===== src/rtl/lsu_ctrl_pkg.sv =====
`default_nettype none
// +----------------------------------------------------------------------------+
// | Module      : lsu_pkg                                                      |
// | Description : Shared types and helpers for the load/store control stage:   |
// |               access-size encoding (matches the memory stage), FSM states, |
// |               store strobe generation and store lane replication.          |
// | Revision    : 1.0 - initial release                                        |
// +----------------------------------------------------------------------------+
package lsu_pkg;

  // Access size, same encoding as the memory stage uses on its size field.
  typedef enum logic [1:0] {
    SZ_NONE = 2'b00,
    SZ_B    = 2'b01,
    SZ_H    = 2'b10,
    SZ_W    = 2'b11
  } size_e;

  typedef enum logic [1:0] {
    ST_IDLE = 2'b00,
    ST_REQ  = 2'b01,
    ST_WAIT = 2'b10,
    ST_DONE = 2'b11
  } state_e;

  // Byte strobes for a store of the given size at the given low address bits.
  // Loads (size NONE) produce no strobes.
  function automatic logic [3:0] wstrb_gen(input size_e size, input logic [1:0] addr_lo);
    logic [3:0] strb;
    case (size)
      SZ_B:    strb = 4'b0001 << addr_lo;
      SZ_H:    strb = 4'b0011 << {addr_lo[1], 1'b0};
      SZ_W:    strb = 4'b1111;
      default: strb = 4'b0000;
    endcase
    return strb;
  endfunction

  // Replicate right-justified store data across every lane it may land in,
  // so the strobes alone pick the destination bytes.
  function automatic logic [31:0] wdata_rep(input size_e size, input logic [31:0] data);
    logic [31:0] rep;
    case (size)
      SZ_B:    rep = {4{data[7:0]}};
      SZ_H:    rep = {2{data[15:0]}};
      SZ_W:    rep = data;
      default: rep = 32'h0000_0000;
    endcase
    return rep;
  endfunction

endpackage
`default_nettype wire


===== src/rtl/lsu_ctrl_if.sv =====
`default_nettype none
// +----------------------------------------------------------------------------+
// | Module      : lsu_ctrl_if                                                  |
// | Description : EXU op, data-memory bus and WBU result signals of the LSU.   |
// |               slave  = the LSU control stage itself,                       |
// |               master = its environment (EXU, memory, WBU).                 |
// | Revision    : 1.0 - initial release                                        |
// +----------------------------------------------------------------------------+
interface lsu_ctrl_if #(
  parameter int ADDR_W = 32,
  parameter int DATA_W = 32
);
  // EXU -> LSU op
  logic              in_valid;
  logic              in_ready;
  logic [1:0]        in_wen;
  logic [1:0]        in_ren;
  logic              in_unsigned;
  logic [ADDR_W-1:0] in_addr;
  logic [DATA_W-1:0] in_wdata;
  // LSU -> memory request
  logic              mem_req_valid;
  logic              mem_req_ready;
  logic              mem_req_we;
  logic [ADDR_W-1:0] mem_req_addr;
  logic [1:0]        mem_req_size;
  logic [3:0]        mem_req_wstrb;
  logic [DATA_W-1:0] mem_req_wdata;
  // memory -> LSU response
  logic              mem_rsp_valid;
  logic [DATA_W-1:0] mem_rsp_rdata;
  // LSU -> WBU result
  logic              out_valid;
  logic              out_ready;
  logic [DATA_W-1:0] out_rdata;
  logic              out_err;

  modport slave (
    input  in_valid, in_wen, in_ren, in_unsigned, in_addr, in_wdata,
    output in_ready,
    output mem_req_valid, mem_req_we, mem_req_addr, mem_req_size, mem_req_wstrb, mem_req_wdata,
    input  mem_req_ready, mem_rsp_valid, mem_rsp_rdata,
    output out_valid, out_rdata, out_err,
    input  out_ready
  );

  modport master (
    output in_valid, in_wen, in_ren, in_unsigned, in_addr, in_wdata,
    input  in_ready,
    input  mem_req_valid, mem_req_we, mem_req_addr, mem_req_size, mem_req_wstrb, mem_req_wdata,
    output mem_req_ready, mem_rsp_valid, mem_rsp_rdata,
    input  out_valid, out_rdata, out_err,
    output out_ready
  );
endinterface
`default_nettype wire


===== src/rtl/lsu_ctrl_load_align.sv =====
`default_nettype none
// +----------------------------------------------------------------------------+
// | Module      : lsu_load_align                                               |
// | Description : Picks the addressed byte/half out of a raw aligned word and  |
// |               sign- or zero-extends it. Purely combinational.              |
// | Revision    : 1.0 - initial release                                        |
// +----------------------------------------------------------------------------+
module lsu_load_align
  import lsu_pkg::*;
(
  input  size_e       size,
  input  logic [1:0]  addr_lo,
  input  logic        is_unsigned,
  input  logic [31:0] raw,
  output logic [31:0] data
);

  logic [7:0]  w_byte;
  logic [15:0] w_half;

  // Lane select followed by extension to the full word
  always_comb begin
    w_byte = 8'h00;
    w_half = 16'h0000;
    data   = 32'h0000_0000;
    case (addr_lo)
      2'd0:    w_byte = raw[7:0];
      2'd1:    w_byte = raw[15:8];
      2'd2:    w_byte = raw[23:16];
      default: w_byte = raw[31:24];
    endcase
    w_half = addr_lo[1] ? raw[31:16] : raw[15:0];
    case (size)
      SZ_B:    data = {{24{~is_unsigned & w_byte[7]}}, w_byte};
      SZ_H:    data = {{16{~is_unsigned & w_half[15]}}, w_half};
      SZ_W:    data = raw;
      default: data = 32'h0000_0000;
    endcase
  end

endmodule
`default_nettype wire


===== src/rtl/lsu_ctrl.sv =====
`default_nettype none
// +----------------------------------------------------------------------------+
// | Module      : lsu_ctrl                                                     |
// | Description : Load/store control stage between EXU and the data memory     |
// |               bus. Checks alignment, issues one word-aligned request with  |
// |               byte strobes, waits for the response and returns extended    |
// |               load data (or a store completion) to WBU.                    |
// |               Optional macro LSU_TIMEOUT_EN adds a bus watchdog that ends  |
// |               the transaction with an error after TIMEOUT_CYCLES.          |
// | Revision    : 1.0 - initial release                                        |
// +----------------------------------------------------------------------------+
module lsu_ctrl
  import lsu_pkg::*;
#(
  parameter int ADDR_W         = 32,
  parameter int DATA_W         = 32,
  parameter int TIMEOUT_CYCLES = 255
) (
  input  wire          clk,
  input  wire          rst,     // asynchronous, active-low
  lsu_ctrl_if.slave    bus
);

  state_e              r_state;
  size_e               r_ren;
  logic                r_uns;
  logic [1:0]          r_addr_lo;
  logic                r_in_ready;
  logic                r_req_valid;
  logic                r_req_we;
  logic [ADDR_W-1:0]   r_req_addr;
  size_e               r_req_size;
  logic [3:0]          r_req_wstrb;
  logic [DATA_W-1:0]   r_req_wdata;
  logic                r_out_valid;
  logic [DATA_W-1:0]   r_out_rdata;
  logic                r_out_err;

  size_e               w_in_wen;
  size_e               w_in_ren;
  size_e               w_in_size;
  logic                w_illegal;
  logic                w_misalign;
  logic [DATA_W-1:0]   w_ld_data;
  logic                w_tmo;

  assign w_in_wen   = size_e'(bus.in_wen);
  assign w_in_ren   = size_e'(bus.in_ren);
  // Only one of the enables is non-zero for a legal op, so OR gives its size.
  assign w_in_size  = size_e'(bus.in_wen | bus.in_ren);
  assign w_illegal  = (w_in_wen != SZ_NONE) && (w_in_ren != SZ_NONE);
  assign w_misalign = ((w_in_size == SZ_H) && bus.in_addr[0]) ||
                      ((w_in_size == SZ_W) && (bus.in_addr[1:0] != 2'b00));

  lsu_load_align u_align (
    .size        (r_ren),
    .addr_lo     (r_addr_lo),
    .is_unsigned (r_uns),
    .raw         (bus.mem_rsp_rdata),
    .data        (w_ld_data)
  );

`ifdef LSU_TIMEOUT_EN
  localparam int c_TCNT_W = (TIMEOUT_CYCLES > 255) ? $clog2(TIMEOUT_CYCLES + 1) : 8;
  logic [c_TCNT_W-1:0] r_tcnt;

  // Watchdog: counts cycles spent in REQ/WAIT, zero everywhere else
  always_ff @(posedge clk or negedge rst) begin
    if (!rst)
      r_tcnt <= '0;
    else if ((r_state == ST_REQ) || (r_state == ST_WAIT))
      r_tcnt <= r_tcnt + 1'b1;
    else
      r_tcnt <= '0;
  end

  // Fires on the last bus cycle so DONE is entered exactly TIMEOUT_CYCLES after REQ
  assign w_tmo = ((r_state == ST_REQ) || (r_state == ST_WAIT)) &&
                 (r_tcnt == c_TCNT_W'(TIMEOUT_CYCLES - 1));
`else
  logic w_unused_tmo;
  assign w_tmo        = 1'b0;
  assign w_unused_tmo = (TIMEOUT_CYCLES != 0);
`endif

  // Transaction FSM with all outputs registered
  always_ff @(posedge clk or negedge rst) begin
    if (!rst) begin
      r_state     <= ST_IDLE;
      r_ren       <= SZ_NONE;
      r_uns       <= 1'b0;
      r_addr_lo   <= 2'b00;
      r_in_ready  <= 1'b1;
      r_req_valid <= 1'b0;
      r_req_we    <= 1'b0;
      r_req_addr  <= '0;
      r_req_size  <= SZ_NONE;
      r_req_wstrb <= 4'b0000;
      r_req_wdata <= '0;
      r_out_valid <= 1'b0;
      r_out_rdata <= '0;
      r_out_err   <= 1'b0;
    end else begin
      case (r_state)
        ST_IDLE: begin
          if (bus.in_valid) begin
            r_ren      <= w_in_ren;
            r_uns      <= bus.in_unsigned;
            r_addr_lo  <= bus.in_addr[1:0];
            r_in_ready <= 1'b0;
            if (w_illegal || w_misalign) begin
              r_state     <= ST_DONE;
              r_out_valid <= 1'b1;
              r_out_err   <= 1'b1;
              r_out_rdata <= '0;
            end else if (w_in_size == SZ_NONE) begin
              r_state     <= ST_DONE;
              r_out_valid <= 1'b1;
              r_out_err   <= 1'b0;
              r_out_rdata <= '0;
            end else begin
              r_state     <= ST_REQ;
              r_req_valid <= 1'b1;
              r_req_we    <= (w_in_wen != SZ_NONE);
              r_req_addr  <= {bus.in_addr[ADDR_W-1:2], 2'b00};
              r_req_size  <= w_in_size;
              r_req_wstrb <= wstrb_gen(w_in_wen, bus.in_addr[1:0]);
              r_req_wdata <= wdata_rep(w_in_wen, bus.in_wdata);
            end
          end
        end
        ST_REQ: begin
          if (w_tmo) begin
            r_state     <= ST_DONE;
            r_req_valid <= 1'b0;
            r_out_valid <= 1'b1;
            r_out_err   <= 1'b1;
            r_out_rdata <= '0;
          end else if (bus.mem_req_ready) begin
            r_state     <= ST_WAIT;
            r_req_valid <= 1'b0;
          end
        end
        ST_WAIT: begin
          if (w_tmo) begin
            r_state     <= ST_DONE;
            r_out_valid <= 1'b1;
            r_out_err   <= 1'b1;
            r_out_rdata <= '0;
          end else if (bus.mem_rsp_valid) begin
            // Stores latch r_ren = NONE, so the aligner already yields zero.
            r_state     <= ST_DONE;
            r_out_valid <= 1'b1;
            r_out_err   <= 1'b0;
            r_out_rdata <= w_ld_data;
          end
        end
        default: begin
          if (bus.out_ready) begin
            r_state     <= ST_IDLE;
            r_in_ready  <= 1'b1;
            r_out_valid <= 1'b0;
            r_out_err   <= 1'b0;
            r_out_rdata <= '0;
          end
        end
      endcase
    end
  end

  assign bus.in_ready      = r_in_ready;
  assign bus.mem_req_valid = r_req_valid;
  assign bus.mem_req_we    = r_req_we;
  assign bus.mem_req_addr  = r_req_addr;
  assign bus.mem_req_size  = r_req_size;
  assign bus.mem_req_wstrb = r_req_wstrb;
  assign bus.mem_req_wdata = r_req_wdata;
  assign bus.out_valid     = r_out_valid;
  assign bus.out_rdata     = r_out_rdata;
  assign bus.out_err       = r_out_err;

endmodule
`default_nettype wire


===== src/flat_wrapper.sv =====
// flat-port wrapper written by rule: the top's interface ports become plain ports
module lsu_ctrl_flat import lsu_pkg::*;
#(
  parameter int ADDR_W         = 32,
  parameter int DATA_W         = 32,
  parameter int TIMEOUT_CYCLES = 255
)
  (clk, rst, bus_in_valid, bus_in_wen, bus_in_ren, bus_in_unsigned, bus_in_addr, bus_in_wdata, bus_in_ready, bus_mem_req_valid, bus_mem_req_we, bus_mem_req_addr, bus_mem_req_size, bus_mem_req_wstrb, bus_mem_req_wdata, bus_mem_req_ready, bus_mem_rsp_valid, bus_mem_rsp_rdata, bus_out_valid, bus_out_rdata, bus_out_err, bus_out_ready);
  lsu_ctrl_if #(.ADDR_W(ADDR_W), .DATA_W(DATA_W)) bus_i ();
  input  wire clk;
  input  wire rst;
  input wire logic [$bits(bus_i.in_valid)-1:0] bus_in_valid;
  input wire logic [$bits(bus_i.in_wen)-1:0] bus_in_wen;
  input wire logic [$bits(bus_i.in_ren)-1:0] bus_in_ren;
  input wire logic [$bits(bus_i.in_unsigned)-1:0] bus_in_unsigned;
  input wire logic [$bits(bus_i.in_addr)-1:0] bus_in_addr;
  input wire logic [$bits(bus_i.in_wdata)-1:0] bus_in_wdata;
  output wire logic [$bits(bus_i.in_ready)-1:0] bus_in_ready;
  output wire logic [$bits(bus_i.mem_req_valid)-1:0] bus_mem_req_valid;
  output wire logic [$bits(bus_i.mem_req_we)-1:0] bus_mem_req_we;
  output wire logic [$bits(bus_i.mem_req_addr)-1:0] bus_mem_req_addr;
  output wire logic [$bits(bus_i.mem_req_size)-1:0] bus_mem_req_size;
  output wire logic [$bits(bus_i.mem_req_wstrb)-1:0] bus_mem_req_wstrb;
  output wire logic [$bits(bus_i.mem_req_wdata)-1:0] bus_mem_req_wdata;
  input wire logic [$bits(bus_i.mem_req_ready)-1:0] bus_mem_req_ready;
  input wire logic [$bits(bus_i.mem_rsp_valid)-1:0] bus_mem_rsp_valid;
  input wire logic [$bits(bus_i.mem_rsp_rdata)-1:0] bus_mem_rsp_rdata;
  output wire logic [$bits(bus_i.out_valid)-1:0] bus_out_valid;
  output wire logic [$bits(bus_i.out_rdata)-1:0] bus_out_rdata;
  output wire logic [$bits(bus_i.out_err)-1:0] bus_out_err;
  input wire logic [$bits(bus_i.out_ready)-1:0] bus_out_ready;
  assign bus_i.in_valid = bus_in_valid;
  assign bus_i.in_wen = bus_in_wen;
  assign bus_i.in_ren = bus_in_ren;
  assign bus_i.in_unsigned = bus_in_unsigned;
  assign bus_i.in_addr = bus_in_addr;
  assign bus_i.in_wdata = bus_in_wdata;
  assign bus_in_ready = bus_i.in_ready;
  assign bus_mem_req_valid = bus_i.mem_req_valid;
  assign bus_mem_req_we = bus_i.mem_req_we;
  assign bus_mem_req_addr = bus_i.mem_req_addr;
  assign bus_mem_req_size = bus_i.mem_req_size;
  assign bus_mem_req_wstrb = bus_i.mem_req_wstrb;
  assign bus_mem_req_wdata = bus_i.mem_req_wdata;
  assign bus_i.mem_req_ready = bus_mem_req_ready;
  assign bus_i.mem_rsp_valid = bus_mem_rsp_valid;
  assign bus_i.mem_rsp_rdata = bus_mem_rsp_rdata;
  assign bus_out_valid = bus_i.out_valid;
  assign bus_out_rdata = bus_i.out_rdata;
  assign bus_out_err = bus_i.out_err;
  assign bus_i.out_ready = bus_out_ready;
  lsu_ctrl #(.ADDR_W(ADDR_W), .DATA_W(DATA_W), .TIMEOUT_CYCLES(TIMEOUT_CYCLES)) u_core (.clk(clk), .rst(rst), .bus(bus_i));
endmodule

===== config.mk =====
export PLATFORM = sky130hd
export DESIGN_NAME = lsu_ctrl_flat
export DESIGN_NICKNAME = d
export VERILOG_FILES = /design/src/rtl/lsu_ctrl_pkg.sv /design/src/rtl/lsu_ctrl_if.sv /design/src/rtl/lsu_ctrl_load_align.sv /design/src/rtl/lsu_ctrl.sv /design/src/flat_wrapper.sv
export SDC_FILE = /design/constraint.sdc
export NUM_CORES = 1
export LEC_CHECK = 0
export ABC_CLOCK_PERIOD_IN_PS = 3540
export CELL_PAD_IN_SITES_DETAIL_PLACEMENT = 1
export CELL_PAD_IN_SITES_GLOBAL_PLACEMENT = 2
export CORE_MARGIN = 2
export CORE_UTILIZATION = 30
export CTS_CLUSTER_DIAMETER = 60
export DETAILED_ROUTE_END_ITERATION = 12
export GPL_TIMING_DRIVEN = 1
export PLACE_DENSITY = 0.91
export SETUP_SLACK_MARGIN = 0.5
export SYNTH_ARGS = -nofsm -noshare
export SYNTH_HDL_FRONTEND = slang
export SYNTH_HIERARCHICAL = 1
export SYNTH_SLANG_ARGS = --single-unit

===== constraint.sdc =====
create_clock -name clk -period 3.54 [get_ports clk]
set_input_delay 0.354 -clock clk [delete_from_list [all_inputs] [get_ports clk]]
set_output_delay 0.354 -clock clk [all_outputs]
set_load 0.02 [all_outputs]

==> results.sh <==
export IMPL_syn_to_final_growth_pct=43.2
export IMPL_post_synth_top_count_cell="dfrtp_1"
export IMPL_worst_skew_pair_late_latency_ps=360
export IMPL_ys_top_cells_by_area="dfrtp_1 (46%), mux2_2 (14%), mux2i_1 (6.5%)"
export IMPL_route_detailed_drc=0
export IMPL_cp_start_kind="register"
export IMPL_synth_top_cell_by_area="dfrtp_1"
export IMPL_die_h_microns=146
export IMPL_tns_ps=0
export IMPL_cts_sinks=112
export IMPL_r2r_cells=7
export IMPL_place_gp_congestion=0.814
export IMPL_num_fill_cells=2177
export IMPL_finalCoreUtilization_pct=44.1
export IMPL_hold_slack_ps=111
export IMPL_ff2ff_setup_slack_ps=880
export IMPL_cp_required_ps=3810
export IMPL_dieWidth_microns=146
export IMPL_synthCells=528
export IMPL_start_util_pct=30.8
export IMPL_setup_viol=0
export IMPL_avgSynthCellArea_sq_um=11.4
export IMPL_via_per_inst=4.95
export IMPL_drive_gt1_share_pct=16.9
export IMPL_ys_top_cells_by_count="dfrtp_1 (111), mux2_2 (77), nand2_1 (60)"
export IMPL_fin_nets=833
export IMPL_port_buffers=211
export IMPL_maxCapViolCount=0
export IMPL_cts_reportedPaths_clkPinSlew_ps=80
export IMPL_fmax_mhz=376
export IMPL_antenna_found_initial=0
export IMPL_grt_util_all_layers_pct=18.3
export IMPL_syn_area_sq_mm=0.00603
export IMPL_yosys_warnings=6
export IMPL_hold_violations=0
export IMPL_dp_hpwl_mm=14.2
export IMPL_dieArea_sq_mm=0.0212
export IMPL_grt_start_max_net_pins=70
export IMPL_cts_inserted_buffers=9
export IMPL_outcome="finished, final reports clean"
export IMPL_synth_distinct_cells=48
export IMPL_power_leakage_uw=0.00370
export IMPL_worst_pin_slew_ps=1060
export IMPL_drt_iter0_markers=259
export IMPL_maxSlewHeadroom_pct=29.4
export IMPL_finalMaxSlewViolations=0
export IMPL_synth_top_area_share_pct=46.1
export IMPL_crit_type="register to register"
export IMPL_worstReg2RegEnd="u_core/bus.out_rdata[21]"
export IMPL_grt_overflow_total=0
export IMPL_finalClockSkew_ps=10.8
export IMPL_synth_seq_cells=112
export IMPL_row_count=51
export IMPL_synth_ff_type="dfrtp_1"
export IMPL_grt_pass1_wl_mm=30.8
export IMPL_synth_async_reset_ratio_pct=100
export IMPL_cts_setup_buffers=0
export IMPL_hold_path_class="primary input to async pin"
export IMPL_synth_edff_count=0
export IMPL_reg2reg_from="u_core/r_state[0]"
export IMPL_firstDrtPassIters=4
export IMPL_grt_pass1_vias=5531
export IMPL_p_per_area_mw_per_mm2=836
export IMPL_holdBufCountCts=0
export IMPL_critPathCaptureType="register"
export IMPL_cts_resized=0
export IMPL_ant_nets=0
export IMPL_fin_crit_ps=2660
export IMPL_fin_crit_sh_pct=75.2
export IMPL_wl_mm=19.4
export IMPL_cp_max_fo=34
export IMPL_ios=214
export IMPL_ctsLongestPathBuffers=2
export IMPL_num_vias=4913
export IMPL_worst_ir_drop_vdd_mv=0.380
export IMPL_cts_root_buf="clkbuf_16"
export IMPL_htree_levels=3
export IMPL_coreArea_sq_mm=0.0196
export IMPL_routedWlPerCell_microns=19.5
export IMPL_cp_arrival_ps=2930
export IMPL_antennaDiodeCount=0
export IMPL_cts_tree="yes"
export IMPL_rsz0062_at_grt="false"
export IMPL_yosysSeqAreaShare_pct=46.5
where the power goes:
| part | leakage (uW) | total [uW] | internal [uW] | switching, uW |
|---|---|---|---|---|
| Sequential | 0.00143 | 2300 | 1850 | 449 |
| Clock | 0.000150 | 1060 | 509 | 551 |
| Combinational | 0.00212 | 3860 | 1920 | 1940 |
| Total | 0.00370 | 7220 | 4280 | 2940 |
routing by layer:
metal  GRT usage, %  part of all wire [%]  vias to the layer above
li1               -                     -                     2235
met1           22.6                    41                     2418
met2           29.8                    47                      238
met3           6.74                    10                       22
met4           5.78                   1.7                        0
met5              0                     0                        -
cell type report:
type	instances	area, sq um	share of cell area [%]
Inverter	46	173	2.00
Tap cell	265	332	3.84
Clock inverter	7	81.3	0.942
Multi-Input combinational cell	334	2820	32.7
Timing Repair Buffer	219	2190	25.4
Clock buffer	9	225	2.61
Sequential cell	112	2800	32.5
flip-flops by register name (all words and copies together) (netlist names):
signal	cells
u_core/bus.out_rdata	32
u_core/bus.mem_req_wdata	32
u_core/r_state	2
u_core/bus.mem_req_size	2
u_core/bus.mem_req_we	1
u_core/bus.out_valid	1
u_core/bus.mem_req_addr	30
u_core/r_uns	1
u_core/r_addr_lo	2
u_core/bus.in_ready	1
u_core/bus.mem_req_wstrb	4
u_core/bus.out_err	1
u_core/bus.mem_req_valid	1
u_core/r_ren	2
how the worst max path moves through the flow:
stage,start,endpoint,slack [ps]
global placement,bus_in_wen[1],u_core/bus.mem_req_addr[6],880
detailed placement,bus_in_wen[1],u_core/bus.mem_req_addr[18],800
finish,u_core/r_state[0],u_core/bus.out_rdata[21],880
global route,u_core/r_state[0],u_core/bus.out_rdata[27],610
floorplan,u_core/r_state[0],u_core/bus.out_rdata[0],1490
CTS,u_core/r_state[0],u_core/bus.out_rdata[21],830
layout by cell type, fill, tap and decap left out, types with 2 or more instances in the layout:
cell,n
ha_1,4
buf_4,7
dfrtp_1,111
a211o_1,17
o22ai_1,9
o21ai_0,15
nor2b_1,11
inv_2,3
inv_8,2
mux4_1,7
inv_1,43
inv_6,3
a31oi_1,7
clkinv_8,2
a22o_1,24
clkdlybuf4s50_1,210
buf_12,2
nand2b_1,2
a21oi_1,16
mux2_2,77
mux2i_1,39
clkbuf_16,9
nor2_1,14
mux2_4,7
conb_1,2
nand2_1,60
kinds of logic after synthesis:
kind of cell,after synthesis,share of synthesized area (%)
xor+xnor,1,0.145
simple gates,100,7.87
fa+ha+maj,4,0.831
compound gates,97,12.0
buf+inv,83,6.85
flops,112,46.5
other cells,1,0.0622
mux,130,25.7
metrics by stage:
stage          total power (uW)  std cells  instance area, sq um  setup WS (ps)
2_1_floorplan              4490        529                  6030           1490
3_3_place_gp               6060        976                  8320            884
5_1_grt                    7660        992                  8630            609
4_1_cts                    7300        992                  8630            835
3_5_place_dp               6190        976                  8320            803
6_report                   7220        992                  8630            879
worst max-delay path, cell delays in order (launching register included):
cell	delay (ps)
dfrtp_1	410
inv_1	110
ha_1	490
nor3_1	140
or3_1	470
a21oi_4	140
buf_4	510
mux2i_1	280
Note: power is estimated with default switching activity, not from simulation.
